### config.mk
export PLATFORM = sky130hd
export DESIGN_NAME = dmem_arbiter
export DESIGN_NICKNAME = d
export VERILOG_FILES = /design/src/rtl/dmem_arbiter.sv
export SDC_FILE = /design/constraint.sdc
export NUM_CORES = 1
export LEC_CHECK = 0
export BUFFER_PORTS_ARGS = -buffer_cell sky130_fd_sc_hd__buf_2
export CAP_MARGIN = 20
export CORE_MARGIN = 3
export CORE_UTILIZATION = 46
export DETAILED_ROUTE_END_ITERATION = 10
export HOLD_SLACK_MARGIN = 0.1
export MAX_ROUTING_LAYER = met4
export PLACE_DENSITY = 0.8
export SKIP_CTS_REPAIR_TIMING = 1
export SKIP_LAST_GASP = 1
export SLEW_MARGIN = 20
export SYNTH_ARGS = -nofsm -noshare
export SYNTH_HDL_FRONTEND = slang
export SYNTH_SLANG_ARGS = --single-unit
### constraint.sdc
create_clock -name clk -period 1.86 [get_ports clk]
set_input_delay 0.279 -clock clk [delete_from_list [all_inputs] [get_ports clk]]
set_output_delay 0.279 -clock clk [all_outputs]
set_load 0.005 [all_outputs]
### src/rtl/dmem_arbiter.sv
// Round-robin arbiter sharing a single-port data memory between port 0 (CPU) and port 1 (debug/DMA).
// Optional macro DMEM_ARB_WRPROT_EN blocks port-1 writes at or above PROT_BASE and flags them on p1_err.
module dmem_arbiter #(
  parameter int                 ADDR_W    = 8,
  parameter int                 DATA_W    = 8,
  parameter logic [ADDR_W-1:0]  PROT_BASE = 8'hF0
) (
  input  logic              clk,
  input  logic              rst,
  input  logic              p0_req,
  input  logic              p0_we,
  input  logic [ADDR_W-1:0] p0_addr,
  input  logic [DATA_W-1:0] p0_wdata,
  output logic              p0_done,
  output logic [DATA_W-1:0] p0_rdata,
  input  logic              p1_req,
  input  logic              p1_we,
  input  logic [ADDR_W-1:0] p1_addr,
  input  logic [DATA_W-1:0] p1_wdata,
  output logic              p1_done,
  output logic [DATA_W-1:0] p1_rdata,
  output logic              p1_err,
  output logic [ADDR_W-1:0] mem_address,
  output logic [DATA_W-1:0] mem_write_data,
  output logic              mem_write,
  output logic              mem_read,
  input  logic [DATA_W-1:0] mem_read_data,
  output logic              busy
);

  typedef enum logic [1:0] {
    S_IDLE   = 2'd0,
    S_ACCESS = 2'd1,
    S_RESP   = 2'd2
  } state_t;

  state_t              state_q, state_d;
  logic                rr_q, rr_d;
  logic                gnt_q, gnt_d;
  logic                we_q, we_d;
  logic [ADDR_W-1:0]   addr_q, addr_d;
  logic [DATA_W-1:0]   wdata_q, wdata_d;
  logic [DATA_W-1:0]   p0_rdata_q, p0_rdata_d;
  logic [DATA_W-1:0]   p1_rdata_q, p1_rdata_d;
  logic                winner;
  logic                wr_block;

`ifdef DMEM_ARB_WRPROT_EN
  assign wr_block = gnt_q & we_q & (addr_q >= PROT_BASE);
`else
  assign wr_block = 1'b0;
`endif

  // With both ports requesting the rr pointer decides; otherwise whoever asks wins.
  assign winner = (p0_req & p1_req) ? rr_q : p1_req;

  always_comb begin
    state_d    = state_q;
    rr_d       = rr_q;
    gnt_d      = gnt_q;
    we_d       = we_q;
    addr_d     = addr_q;
    wdata_d    = wdata_q;
    p0_rdata_d = p0_rdata_q;
    p1_rdata_d = p1_rdata_q;
    case (state_q)
      S_IDLE: begin
        if (p0_req | p1_req) begin
          gnt_d   = winner;
          we_d    = winner ? p1_we    : p0_we;
          addr_d  = winner ? p1_addr  : p0_addr;
          wdata_d = winner ? p1_wdata : p0_wdata;
          state_d = S_ACCESS;
        end
      end
      S_ACCESS: begin
        if (!we_q) begin
          if (gnt_q) p1_rdata_d = mem_read_data;
          else       p0_rdata_d = mem_read_data;
        end
        state_d = S_RESP;
      end
      S_RESP: begin
        rr_d    = ~gnt_q;
        state_d = S_IDLE;
      end
      default: state_d = S_IDLE;
    endcase
  end

  always_ff @(posedge clk) begin
    if (rst) begin
      state_q    <= S_IDLE;
      rr_q       <= 1'b0;
      gnt_q      <= 1'b0;
      we_q       <= 1'b0;
      addr_q     <= '0;
      wdata_q    <= '0;
      p0_rdata_q <= '0;
      p1_rdata_q <= '0;
    end else begin
      state_q    <= state_d;
      rr_q       <= rr_d;
      gnt_q      <= gnt_d;
      we_q       <= we_d;
      addr_q     <= addr_d;
      wdata_q    <= wdata_d;
      p0_rdata_q <= p0_rdata_d;
      p1_rdata_q <= p1_rdata_d;
    end
  end

  // Memory strobes are gated by rst directly so a reset edge never commits a write.
  always_comb begin
    mem_address    = '0;
    mem_write_data = '0;
    mem_write      = 1'b0;
    mem_read       = 1'b0;
    if (state_q == S_ACCESS) begin
      mem_address    = addr_q;
      mem_write_data = wdata_q;
      mem_write      = we_q & ~rst & ~wr_block;
      mem_read       = ~we_q & ~rst;
    end
  end

  assign p0_done  = (state_q == S_RESP) & ~gnt_q;
  assign p1_done  = (state_q == S_RESP) & gnt_q;
  assign p1_err   = (state_q == S_RESP) & wr_block;
  assign p0_rdata = p0_rdata_q;
  assign p1_rdata = p1_rdata_q;
  assign busy     = (state_q != S_IDLE);

endmodule

## Yosys cells after proc, flatten, opt, wreduce, memory -nomap -nowiden

Cells that the tools add are included.

| word-level totals | value |
|---|---|
| logic and storage cells | 35 |
| register bits | 37 |

| operators by class | value |
|---|---|
| bitwise operators | 9 |
| reductions and logical operators | 5 |
| eq/ne operators | 3 |
| muxes and demuxes | 10 |

Operator list:

| operator | count |
|---|---|
| 8-bit 2-to-1 mux | 4 |
| 3-bit AND reduction | 2 |
| 1-bit bitwise AND | 5 |
| 1-bit 2-to-1 mux | 4 |
| 2-bit case mux with 2 select lines | 1 |
| 1-bit NOT | 3 |
| 2-bit by 1-bit == test with 1-bit output, second input constant | 1 |
| 2-bit == test, second input constant | 1 |
| 2-bit logical NOT | 1 |
| 2-bit 2-to-1 mux | 1 |
| 2-bit inequality test, second input constant | 1 |
| 2-bit AND reduction | 1 |
| 2-bit nonzero test | 1 |
| 1-bit bitwise OR | 1 |

## Longest topological paths before layout

| logic depth | value |
|---|---|
| word-level depth | 3 |
| gate-level depth with buffers | 6 |
| gate-level depth less buffers | 4 |

## Least setup slack after synthesis

Ideal clock, no wire load.

| timing | value |
|---|---|
| kind | register -> output |
| from | register state_q[1] |
| to | output mem_address[0] |
| cell stages (with the launch flop) | 5 |
| data arrival time | 1.043 ns |
| setup slack | 0.538 ns |
| path buffers | 2 |
| cells stage by stage | dfxtp_1 -> buf_2 -> and2b_1 -> clkbuf_1 -> and2_1 |

| on the way | value |
|---|---|
| longest elaborated chain between the ends | 2 |

Ends and longest elaborated chain:

| element | RTL line | RTL |
|---|---|---|
| start, declared | 37 | `state_t state_q, state_d;` |
| start signal, assigned | 102 | `state_q <= state_d;` |
| 2-bit by 1-bit == test with 1-bit output | 119 | `if (state_q == S_ACCESS) begin` |
| 8-bit 2-to-1 mux | 119 |  |
| end, declared | 23 | `output logic [ADDR_W-1:0] mem_address,` |

Every way passes these cells.

## Final worst setup path

| timing | value |
|---|---|
| from | register state_q[0] |
| to | output mem_write |

| on the way | value |
|---|---|
| longest elaborated chain between the ends | 2 |

Ends and longest elaborated chain:

| element | RTL line | RTL |
|---|---|---|
| 2-bit by 1-bit == test with 1-bit output | 119 |  |
| 1-bit 2-to-1 mux | 119 |  |
| end, declared | 25 | `output logic mem_write,` |

Every way passes these cells.

==> qor.yml <==
grt_pass1_vias: 1545
synth_area_per_cell_um2: 8.45
grt_overflow_total: 0
setup_slack_ps: 213
ys_seq_area_share_pct: 42.3
drive_gt1_share_pct: 36.5
design_area_um2: 2230
syn_to_final_growth_pct: 27.5
clk_latency_ps: 290
power.share.combinational_pct: 18.8
syn-instance-count: 207
hold_viol: 0
ff2ff_path_depth: 3
numPortBuffers: 82
crit_fanout: 8
cts_inserted_buffers: 5
clockPowerShare_pct: 30.5
cp.depth: 4
crit_slowest_cell: "dfxtp_1"
cap_violations: 0
hold_path_class: "input port to flop"
worstPathRequired_ps: 1580
dp_slack_ps: 370
slew_viol_final: 0
drtIter0Drc: 144
diodes: 0
ir_drop_v: 0.000583
wl_mm: 4.53
p_leak_nw: 0.996
antenna_found_initial: 0
p_int_mw: 1.27
worstHoldPathCells: 2
clock.fmax_mhz: 607
endpoint_kind: "output port"
crit_family: "simple AND/OR/NAND/NOR gates"
numClockSinks: 37
power.density_nw_per_um2: 792
synth_area_um2: 1750
ys_ff_latch: 37
crit_chain: "or2b_1 > nor2_1 > and2_1 > buf_2"
dieArea_um2: 4580
pwr-share-seq_pct: 50.7
cts.path.max_buffers: 2
hold_path_startpoint: "rst"
htree_levels: 2
rows: 21
startpoint_type: "flop"
nets: 327
timing.final.crit_share_pct: 88.5
path_class: "flop to output port"
status: "completed"
place_inst: 320
rsz0062_at_grt: "no"
die_w_um: 67.7
finalNonFillerCells: 328
die_y_um: 67.7
dpl-instance-area_um2: 2140
coreArea_um2: 3490
switchingPower_mw: 0.500
grt_use_total_pct: 20.8
max_stage_delay_ps: 460
post-dp-hpwl_mm: 3.28
synthDistinctLibCells: 29
gp_congestion: 0.828
drc: 0
setup_violations: 0
clk_pin_slew_ps: 70
critPathArrivalTime_ps: 1370
yosysWarnings: 0
vias_per_cell: 5.30
first_pass_iters: 5
cts_root_buf: "clkbuf_8"
cts_tree: "yes"
postRouteAntennaNets: 0
hold_ws_ps: 195
startpoint: "state_q[0]$_SDFFE_PP0P_"
syn_nets: 253
io_pins: 84
tns_ps: 0
initial_core_util_pct: 50.1
rr_startpoint: "state_q[0]$_SDFFE_PP0P_"
grt_max_degree: 36
vias: 1740
finalClockSkew_ps: 2.99
grt_pass1_wl_mm: 7.04
period_minus_slack_ps: 1650
path_buf_inv: 1
wl_per_cell_um: 13.8
p_sw_share_pct: 28.3
[cell usage after synthesis (all sizes together)]
cell type | number | share of area [%]
a21oi | 27 | 7.7
a311oi | 17 | 8.9
and2 | 17 | 6.1
and2b | 2 | 0.93
and4bb | 1 | 0.72
buf | 13 | 4.6
clkbuf | 6 | 1.3
conb | 1 | 0.21
dfxtp | 37 | 42
inv | 3 | 0.64
mux2i | 8 | 4.6
nand2 | 16 | 3.4
nand2b | 2 | 0.72
nand3 | 18 | 5.2
nor2 | 14 | 3.9
nor3 | 2 | 0.57
nor3b | 1 | 0.43
nor4b | 1 | 1.4
o21ai | 18 | 5.2
or2 | 1 | 0.36
or2b | 1 | 0.43
or4b | 1 | 0.57
[power by group through the flow]
stage	clock network, mW	logic [mW]	registers (mW)
after floorplan	0	0.225	0.902
after detailed placement	0	0.333	0.913
after global routing	0.584	0.373	0.903
after CTS	0.552	0.334	0.895
after global placement	0	0.331	0.911
final	0.539	0.332	0.895
[sequential cells by signal (all words and copies together) (netlist names)]
register  flops
p1_rdata      8
wdata_q       8
we_q          1
state_q       2
gnt_q         1
rr_q          1
addr_q        8
p0_rdata      8
[area by class of cell]
class	instances	area [µm²]
Tap cell	46	57.6
Timing Repair Buffer	86	440
Fill cell	318	1260
Multi-Input combinational cell	148	896
Clock buffer	6	72.6
Inverter	3	11.3
Clock inverter	2	10.0
Sequential cell	37	742
[layer usage]
| layer | vias to the layer above | share of wire (%) | GRT usage, % |
|---|---|---|---|
| li1 | 882 | - | - |
| met2 | 74 | 48 | 32.4 |
| met1 | 782 | 43 | 26.9 |
| met4 | 0 | 0.40 | 6.08 |
| met5 | - | 0 | - |
| met3 | 2 | 7.9 | 4.66 |
[cells by family (layout without fill, tap and decap cells)]
kind of cell / Yosys count / after routing / synth area share (%)
buffers and inverters: 22 / 97 / 6.51
other: 1 / 1 / 0.214
AND/OR/NAND/NOR: 77 / 77 / 24.6
multiplexers: 8 / 8 / 4.58
AO/OA/AOI/OAI: 62 / 62 / 21.7
flip-flops: 37 / 37 / 42.3
[placed cells by master (no fill, tap or decap), types with 2 or more instances in the layout]
master and count:
dfxtp_1 36, and2_1 17, nor2_1 12, inv_1 2, nand2_1 16, nor2_4 2
a21oi_1 27, o21ai_0 18, clkinv_2 2, buf_2 82, and2b_2 2, nand3_1 18
mux2i_1 8, clkbuf_8 5, nor3_1 2, nand2b_1 2, a311oi_1 16, buf_4 4
[path summary, 6_finish.rpt]
kind	endpoint	slack [ps]
hold / removal	rr_q$_SDFFE_PP0N_	190
setup / recovery	mem_write	210
setup reg to reg	p0_rdata[7]$_SDFFE_PP0P_	450
hold reg to reg	p0_rdata[3]$_SDFFE_PP0P_	450
[metrics by stage]
step / power (mW) / util [%]
3_3_place_gp: 1.24 / 61.4
6_report: 1.77 / 63.8
2_1_floorplan: 1.13 / -
5_1_grt: 1.86 / 63.8
4_1_cts: 1.78 / 63.7
3_5_place_dp: 1.25 / 61.4
Note: power is estimated with default switching activity, not from simulation.
